==> src/rtl/serializator_produs_if.sv <==
// serializator_produs_if
//   Bundles the product input channel and the ALU result channel.
//   Input side : in_valid/in_ready handshake carrying the 64-bit produs_in.
//   Output side: out_valid/out_ready handshake carrying 32-bit out_data beats,
//                tagged with out_hi (word select) and out_last (final beat).
//   count      : FIFO occupancy, reported by the serializer.
//   Modports   : slave  - the serializer (consumes products, drives beats)
//                master - the environment (multiplier + result consumer)
interface serializator_produs_if #(
    parameter int PTR_W = 2
);
    logic             in_valid;
    logic             in_ready;
    logic [63:0]      produs_in;
    logic             out_valid;
    logic             out_ready;
    logic [31:0]      out_data;
    logic             out_hi;
    logic             out_last;
    logic [PTR_W:0]   count;

    modport slave (
        input  in_valid, produs_in, out_ready,
        output in_ready, out_valid, out_data, out_hi, out_last, count
    );

    modport master (
        output in_valid, produs_in, out_ready,
        input  in_ready, out_valid, out_data, out_hi, out_last, count
    );
endinterface

==> src/rtl/serializator_produs.sv <==
// serializator_produs
//   Buffers 64-bit products from the multiplier in a DEPTH-entry FIFO and
//   emits each one on the 32-bit result bus as a low-word beat followed by a
//   high-word beat. Storage is registered: nothing falls through in the cycle
//   of the push, and a pop frees in_ready only in the following cycle.
//   Ports:
//     clk  - rising-edge clock
//     rst  - asynchronous active-high reset; drops all buffered products
//     bus  - serializator_produs_if.slave (input/output handshakes, count)
//   Parameters:
//     DEPTH - entries, power of 2 (>= 2); PTR_W - log2(DEPTH)
//   Optional build macro SERIALIZATOR_ZERO_SKIP_EN: products whose high word
//     is zero are sent as a single low beat with out_last=1.
module serializator_produs #(
    parameter int DEPTH = 4,
    parameter int PTR_W = 2
) (
    input  logic                  clk,
    input  logic                  rst,
    serializator_produs_if.slave  bus
);
    localparam logic [PTR_W:0] FULL = (PTR_W + 1)'(DEPTH);

    // Beat phase of the head entry: low word first, then high word.
    typedef enum logic {PH_LO = 1'b0, PH_HI = 1'b1} phase_e;

    phase_e           phase_q, phase_d;
    logic [PTR_W-1:0] wr_ptr_q, wr_ptr_d;
    logic [PTR_W-1:0] rd_ptr_q, rd_ptr_d;
    logic [PTR_W:0]   count_q, count_d;
    logic [63:0]      mem [DEPTH];

    logic        push, beat, pop, non_empty, skip_hi;
    logic [63:0] head;

    assign head      = mem[rd_ptr_q];
    assign non_empty = (count_q != '0);

`ifdef SERIALIZATOR_ZERO_SKIP_EN
    // A zero high word makes the low beat the last one.
    assign skip_hi = (phase_q == PH_LO) && (head[63:32] == 32'h0);
`else
    assign skip_hi = 1'b0;
`endif

    assign bus.in_ready = !rst && (count_q != FULL);
    assign push = bus.in_valid && bus.in_ready;
    assign beat = non_empty && bus.out_ready;
    assign pop  = beat && ((phase_q == PH_HI) || skip_hi);

    // State register
    always_ff @(posedge clk or posedge rst) begin
        if (rst) begin
            phase_q  <= PH_LO;
            wr_ptr_q <= '0;
            rd_ptr_q <= '0;
            count_q  <= '0;
        end else begin
            phase_q  <= phase_d;
            wr_ptr_q <= wr_ptr_d;
            rd_ptr_q <= rd_ptr_d;
            count_q  <= count_d;
        end
    end

    // Storage needs no reset: reads are masked while empty.
    always_ff @(posedge clk) begin
        if (push) mem[wr_ptr_q] <= bus.produs_in;
    end

    // Next-state logic
    always_comb begin
        phase_d  = phase_q;
        wr_ptr_d = wr_ptr_q;
        rd_ptr_d = rd_ptr_q;
        count_d  = count_q;
        if (beat) phase_d = pop ? PH_LO : PH_HI;
        // Pointers are exactly PTR_W wide, so increment wraps modulo DEPTH.
        if (push) wr_ptr_d = wr_ptr_q + 1'b1;
        if (pop)  rd_ptr_d = rd_ptr_q + 1'b1;
        case ({push, pop})
            2'b10:   count_d = count_q + 1'b1;
            2'b01:   count_d = count_q - 1'b1;
            default: count_d = count_q;
        endcase
    end

    // Output logic: depends on registered state only, so it holds during stalls.
    always_comb begin
        bus.out_valid = non_empty;
        bus.out_hi    = 1'b0;
        bus.out_last  = 1'b0;
        bus.out_data  = 32'h0;
        bus.count     = count_q;
        if (non_empty) begin
            bus.out_hi   = (phase_q == PH_HI);
            bus.out_last = (phase_q == PH_HI) || skip_hi;
            bus.out_data = (phase_q == PH_HI) ? head[63:32] : head[31:0];
        end
    end
endmodule

==> src/flat_wrapper.sv <==
// flat-port wrapper written by rule: the top's interface ports become plain ports
module serializator_produs_flat 
#(
    parameter int DEPTH = 4,
    parameter int PTR_W = 2
)
  (clk, rst, bus_in_valid, bus_produs_in, bus_out_ready, bus_in_ready, bus_out_valid, bus_out_data, bus_out_hi, bus_out_last, bus_count);
  serializator_produs_if #(.PTR_W(PTR_W)) bus_i ();
  input  logic clk;
  input  logic rst;
  input wire logic [$bits(bus_i.in_valid)-1:0] bus_in_valid;
  input wire logic [$bits(bus_i.produs_in)-1:0] bus_produs_in;
  input wire logic [$bits(bus_i.out_ready)-1:0] bus_out_ready;
  output wire logic [$bits(bus_i.in_ready)-1:0] bus_in_ready;
  output wire logic [$bits(bus_i.out_valid)-1:0] bus_out_valid;
  output wire logic [$bits(bus_i.out_data)-1:0] bus_out_data;
  output wire logic [$bits(bus_i.out_hi)-1:0] bus_out_hi;
  output wire logic [$bits(bus_i.out_last)-1:0] bus_out_last;
  output wire logic [$bits(bus_i.count)-1:0] bus_count;
  assign bus_i.in_valid = bus_in_valid;
  assign bus_i.produs_in = bus_produs_in;
  assign bus_i.out_ready = bus_out_ready;
  assign bus_in_ready = bus_i.in_ready;
  assign bus_out_valid = bus_i.out_valid;
  assign bus_out_data = bus_i.out_data;
  assign bus_out_hi = bus_i.out_hi;
  assign bus_out_last = bus_i.out_last;
  assign bus_count = bus_i.count;
  serializator_produs #(.DEPTH(DEPTH), .PTR_W(PTR_W)) u_core (.clk(clk), .rst(rst), .bus(bus_i));
endmodule
==> config.mk <==
export PLATFORM = sky130hd
export DESIGN_NAME = serializator_produs_flat
export DESIGN_NICKNAME = d
export VERILOG_FILES = /design/src/rtl/serializator_produs_if.sv /design/src/rtl/serializator_produs.sv /design/src/flat_wrapper.sv
export SDC_FILE = /design/constraint.sdc
export NUM_CORES = 1
export LEC_CHECK = 0
export ABC_AREA = 1
export BUFFER_PORTS_ARGS = -buffer_cell sky130_fd_sc_hd__clkbuf_2
export CAP_MARGIN = 30
export CORE_MARGIN = 5
export CORE_UTILIZATION = 59
export CTS_CLUSTER_SIZE = 28
export DETAILED_ROUTE_END_ITERATION = 6
export PLACE_DENSITY_LB_ADDON = 0.1
export SETUP_SLACK_MARGIN = 0.02
export SYNTH_ARGS = -nofsm -noshare
export SYNTH_HDL_FRONTEND = slang
export SYNTH_SLANG_ARGS = --single-unit
==> constraint.sdc <==
create_clock -name clk -period 4.54 [get_ports clk]
set_input_delay 0.454 -clock clk [delete_from_list [all_inputs] [get_ports clk]]
set_output_delay 0.454 -clock clk [all_outputs]
set_load 0.01 [all_outputs]
Word-level counts from Yosys, hierarchy flattened
Memory sizes are Yosys's and may differ from the RTL's.
Index checks and enable logic that the tools add are counted.
{ "word_totals": {"wordCells": 26, "reg_bits": 8, "output_inout_bits": 39, "n_memories": 1, "mem_bits_rw": 256, "in_bits": 68} }
{ "memory_table": {"columns": ["memory", "words", "word_bits", "rd", "rd_ports_with_merged_regs", "write_ports", "line", "rtl"], "rows": [
  ["u_core.mem", 4, 64, 1, 0, 1, "serializator_produs.sv:31", "logic [63:0] mem [DEPTH];"]
]} }
{ "op_classes": {"reduce_logical": 7, "muxes": 7, "addsub": 4, "eq_ne": 3} }
{ "ops": {"columns": ["cell", "n"], "rows": [
  ["32-bit two-way mux", 2],
  ["3-bit case mux with 2 select lines", 1],
  ["2-bit by 1-bit adder with 2-bit output, second input constant", 2],
  ["1-bit logical AND", 4],
  ["1-bit two-way mux", 4],
  ["3-bit by 1-bit adder with 3-bit output, second input constant", 1],
  ["3-bit != test, second input constant", 1],
  ["3-bit nonzero test", 1],
  ["3-bit by 1-bit subtractor with 3-bit output, second input constant", 1],
  ["2-bit by 1-bit equality test with 1-bit output, second input constant", 1],
  ["2-bit equality test, second input constant", 1],
  ["2-bit nonzero test", 1],
  ["1-bit zero test", 1]
]} }

Depth between registers and ports, before layout
{ "depth": {"depth_word": 5, "depth_mapped": 11, "ltp_nobuf": 11} }

Worst setup path before layout
OpenSTA, ideal clock, no wires.
{ "synth_path": {"path_kind": "input port to flip-flop", "start": "in rst", "end": "mem u_core.mem[0][0] (enable)", "arrival_time_ns": 3.663, "setup_slack_ns": 0.391, "path_buffers": 0, "path_stages": 3, "setup_ns": 0.487, "t_required_ns": 4.053, "cell_sequence": "inv_1 -> nand3_1 -> nor2_1"} }
{ "synth_via": {"elab_chain_len": 5} }
{ "synth_lines": {"columns": ["element", "line", "rtl"], "rows": [
  ["start, declared", "flat_wrapper.sv:10", "input logic rst;"],
  ["1-bit zero test", "serializator_produs.sv:46", "assign bus.in_ready = !rst && (count_q != FULL);"],
  ["1-bit logical AND", "serializator_produs.sv:46", null],
  ["1-bit logical AND", "serializator_produs.sv:47", "assign push = bus.in_valid && bus.in_ready;"],
  ["1-bit two-way mux", "serializator_produs.sv:68", "if (push) mem[wr_ptr_q] <= bus.produs_in;"],
  ["1-bit two-way mux (implied by the code)", "serializator_produs.sv:68", null],
  ["end, declared", "serializator_produs.sv:31", null]
]} }
No other way between the ends.

Worst setup path after layout
{ "layout_path": {"start": "reg u_core.rd_ptr_q[0]", "end": "out bus_out_data[4]"} }
{ "layout_via": {"elab_chain_len": 3} }
{ "layout_lines": {"columns": ["element", "line", "rtl"], "rows": [
  ["start, declared", "serializator_produs.sv:29", "logic [PTR_W-1:0] rd_ptr_q, rd_ptr_d;"],
  ["start signal, assigned", "serializator_produs.sv:61", "rd_ptr_q <= rd_ptr_d;"],
  ["memory read 4 x 64 bit", null, null],
  ["32-bit two-way mux", "serializator_produs.sv:98", "bus.out_data = (phase_q == PH_HI) ? head[63:32] : head[31:0];"],
  ["32-bit two-way mux", "serializator_produs.sv:95", "if (non_empty) begin"],
  ["end, declared", "flat_wrapper.sv:16", "output wire logic [$bits(bus_i.out_data)-1:0] bus_out_data;"]
]} }
No other way between the ends.

==> impl_results.md <==
* WL/cell at 15.2 µm
* Top cell types by occurrence after synthesis: sky130_fd_sc_hd__nand2_1, sky130_fd_sc_hd__inv_1, sky130_fd_sc_hd__edfxtp_1
* Leak pwr at 6.31 nW
* CTS H-tree depth at 1
* Ranking of synthesized cells by area: sky130_fd_sc_hd__edfxtp_1, sky130_fd_sc_hd__nand2_1, sky130_fd_sc_hd__inv_1, sky130_fd_sc_hd__nand3_1, sky130_fd_sc_hd__dfrtp_1
* Chip Width at 151 µm
* Detailed Routing Iterations Pass 1 at 5
* Transition time of the tightest slew-check pin at 0.994 ns
* Number of pins exceeding their max-slew limit in the final report at 0
* Max-cap violations at 0
* Final routed wirelength across all metal layers at 23.6 mm
* Critical register-to-register path startpoint: u_core.bus.count[1]
* Number of enable-type register cells in the synthesized netlist at 256
* CTS tree: yes
* Nets in the synthesized netlist at 1246
* Num CTS Buffers at 27
* Initial core utilization at 60.0%
* Number of ports placed on the die boundary at 107
* Power density of the placed cells at 604 nW/µm²
* Synth warnings at 0
* Number of antenna violations at the first check in global routing at 1
* Total die area at 22800 µm²
* Launch point of the worst hold path: bus_produs_in[58]
* Setup slack after placement at 1.67 ns
* Vias post-DR at 7607
* Number of diodes at 0
* Status: completed
* Total track usage at 21.0%
* Maximum frequency from static timing analysis at 328 MHz
* Share of final-layout standard cells stronger than drive strength 1 at 13.3%
* Dominant cell type by area after synthesis: sky130_fd_sc_hd__edfxtp_1
* Final setup slack of the worst path at 1.49 ns
* Synth Flop Type: sky130_fd_sc_hd__edfxtp_1
* Synthesized netlist cell count at 1172
* Clock root buffer master: sky130_fd_sc_hd__clkbuf_16
* Growth of design area from synthesis to finish at 14.1%
* Area share of the largest cell type after synthesis at 65.6%
* Final core area utilization at 68.5%
* CTS clk-pin slew, worst paths at 0.06 ns
* Final Cycle Share at 67.1%
* Asr flop ratio synth at 3.03%
* Final-layout setup total negative slack at 0 ns
* Total non-filler cell area in the finished layout at 13400 µm²
* Post-synth design cell area at 11700 µm²
* Core area at 19500 µm²
* Kind of capture point of the worst setup path: output port
* Ratio of routed vias to standard cells at 4.89
* Time the worst path needs with I/O delays and setup at 3.05 ns
* Wire length of the first global-routing pass at 37.3 mm
* Hold Crit Class: input pin to flip-flop
* Pin count of the biggest net entering global routing at 88
* WP data arrival at 2.59 ns
* Setup-violating endpoint count in the final report at 0
* #FFs+latches synth at 264
* Number of buffers added for setup after CTS at 0
* Placed inst area at 12500 µm²
* DRC violation count after routing at 0
* Worst Setup Path Type: flip-flop to output port
* Critical path launch point: u_core.rd_ptr_q[0]
* Synthesized area per cell at 10.0 µm²
* Number of core rows at 51
* Die height at 151 µm
* Clock skew after layout at 0.0142 ns
* Most used standard cell by instance count after synthesis: sky130_fd_sc_hd__nand2_1
* Port buffer count at 106
* IR drop worst, VDD at 0.509 mV
* ANT nets after route at 0
* Number of global-route vias before repair at 7376
* Largest fanout of any net on the critical path at 54
* Power after layout at 0.00809 W
* GRT Residual Overflow at 0
* Worst-case clock buffer depth at 3
* Nets@finish at 1344
* Final weighted congestion in routability-driven placement at 0.748
* Unique masters post-synth at 23
* Setup repair after global routing missed its margin: no
* Worst EP required at 4.09 ns
* Total clock sinks at 264
* Category of the worst setup path launch point: flip-flop
* Clk Latency, worst-skew pair at 0.51 ns
* Number of DRC markers in iteration 0 at 532
* Max_slew headroom at 33.6%
* Sequential element share of the synthesized area at 67.3%
* Final HPWL from detailed placement at 13.4 mm
* Count of endpoints failing hold in the final timing report at 0
cell type report:
| type | count | area [µm²] |
|---|---|---|
| Clock buffer | 38 | 767 |
| Clock inverter | 11 | 105 |
| Fill cell | 1524 | 6150 |
| Inverter | 273 | 1030 |
| Multi-Input combinational cell | 585 | 2510 |
| Sequential cell | 264 | 7890 |
| Tap cell | 265 | 332 |
| Timing Repair Buffer | 119 | 746 |
routing by layer:
metal  global-route usage (%)  part of all wire [%]
met5                        0                 0.055
met4                     4.49                   1.2
met3                     3.98                   6.7
met2                     36.9                    50
met1                     27.4                    43
sequential cells by signal, indices dropped and copies added (netlist names):
name	cells
u_core.wr_ptr_q	2
u_core.rd_ptr_q	2
u_core.phase_q	1
u_core.mem	256
u_core.bus.count	3
where the power goes:
| group | switching [W] | internal, W |
|---|---|---|
| registers | 0.000119 | 0.00296 |
| logic | 0.00192 | 0.000940 |
| clock network | 0.000857 | 0.00128 |
| total | 0.00290 | 0.00519 |
path summary, 6_finish.rpt:
| path | to | slack [ns] | cells past startpoint |
|---|---|---|---|
| hold reg to reg | u_core.bus.count[0] | 0.51 | 1 |
| min in group asynchronous | u_core.bus.count[2] | 0.47 | 3 |
| hold / removal | u_core.mem[3][58] | 0.15 | 1 |
| setup reg to reg | u_core.mem[3][23] | 2.07 | 5 |
| setup / recovery | bus_out_data[4] | 1.49 | 8 |
| max in group asynchronous | u_core.rd_ptr_q[0] | 3.76 | 3 |
cells by family after synthesis:
kind of cell	share of synthesized area, %
compound gates	0.139
buf+inv	11.6
xor+xnor	0.149
flops	67.3
simple gates	20.1
fa+ha+maj	0.705
worst max-delay path: stages (launching register included):
cell and delay, ns:
sky130_fd_sc_hd__dfrtp_4 0.64, sky130_fd_sc_hd__buf_4 0.57, sky130_fd_sc_hd__buf_12 0.32, sky130_fd_sc_hd__nand2_1 0.08, sky130_fd_sc_hd__nand3_1 0.08, sky130_fd_sc_hd__nand2_1 0.06, sky130_fd_sc_hd__nand2_1 0.05, sky130_fd_sc_hd__nand2_1 0.08
sky130_fd_sc_hd__clkbuf_2 0.13
per-stage QoR:
step | hold slack [ns] | instances
global route | 0.135 | 1555
detailed placement | 0.439 | 1505
floorplan | 0.295 | 1172
finish | 0.152 | 1555
CTS | 0.133 | 1555
global placement | 0.443 | 1502
layout by cell type, fill, tap and decap left out, types with 2 or more instances in the layout:
cell,n
sky130_fd_sc_hd__buf_12,6
sky130_fd_sc_hd__buf_16,2
sky130_fd_sc_hd__buf_4,4
sky130_fd_sc_hd__bufinv_16,2
sky130_fd_sc_hd__clkbuf_1,6
sky130_fd_sc_hd__clkbuf_16,27
sky130_fd_sc_hd__clkbuf_2,106
sky130_fd_sc_hd__clkbuf_8,5
sky130_fd_sc_hd__clkinv_1,3
sky130_fd_sc_hd__clkinv_2,5
sky130_fd_sc_hd__dfrtp_1,6
sky130_fd_sc_hd__edfxtp_1,256
sky130_fd_sc_hd__ha_1,5
sky130_fd_sc_hd__inv_1,268
sky130_fd_sc_hd__inv_2,4
sky130_fd_sc_hd__nand2_1,430
sky130_fd_sc_hd__nand3_1,131
sky130_fd_sc_hd__nand4_1,4
sky130_fd_sc_hd__nor2_4,6
repair_timing:
item,in CTS,in global routing
gates resized for setup,0,0
endpoints found under the hold margin,8,0
hold buffers,1,0
Power figures use the tool's default switching activity.
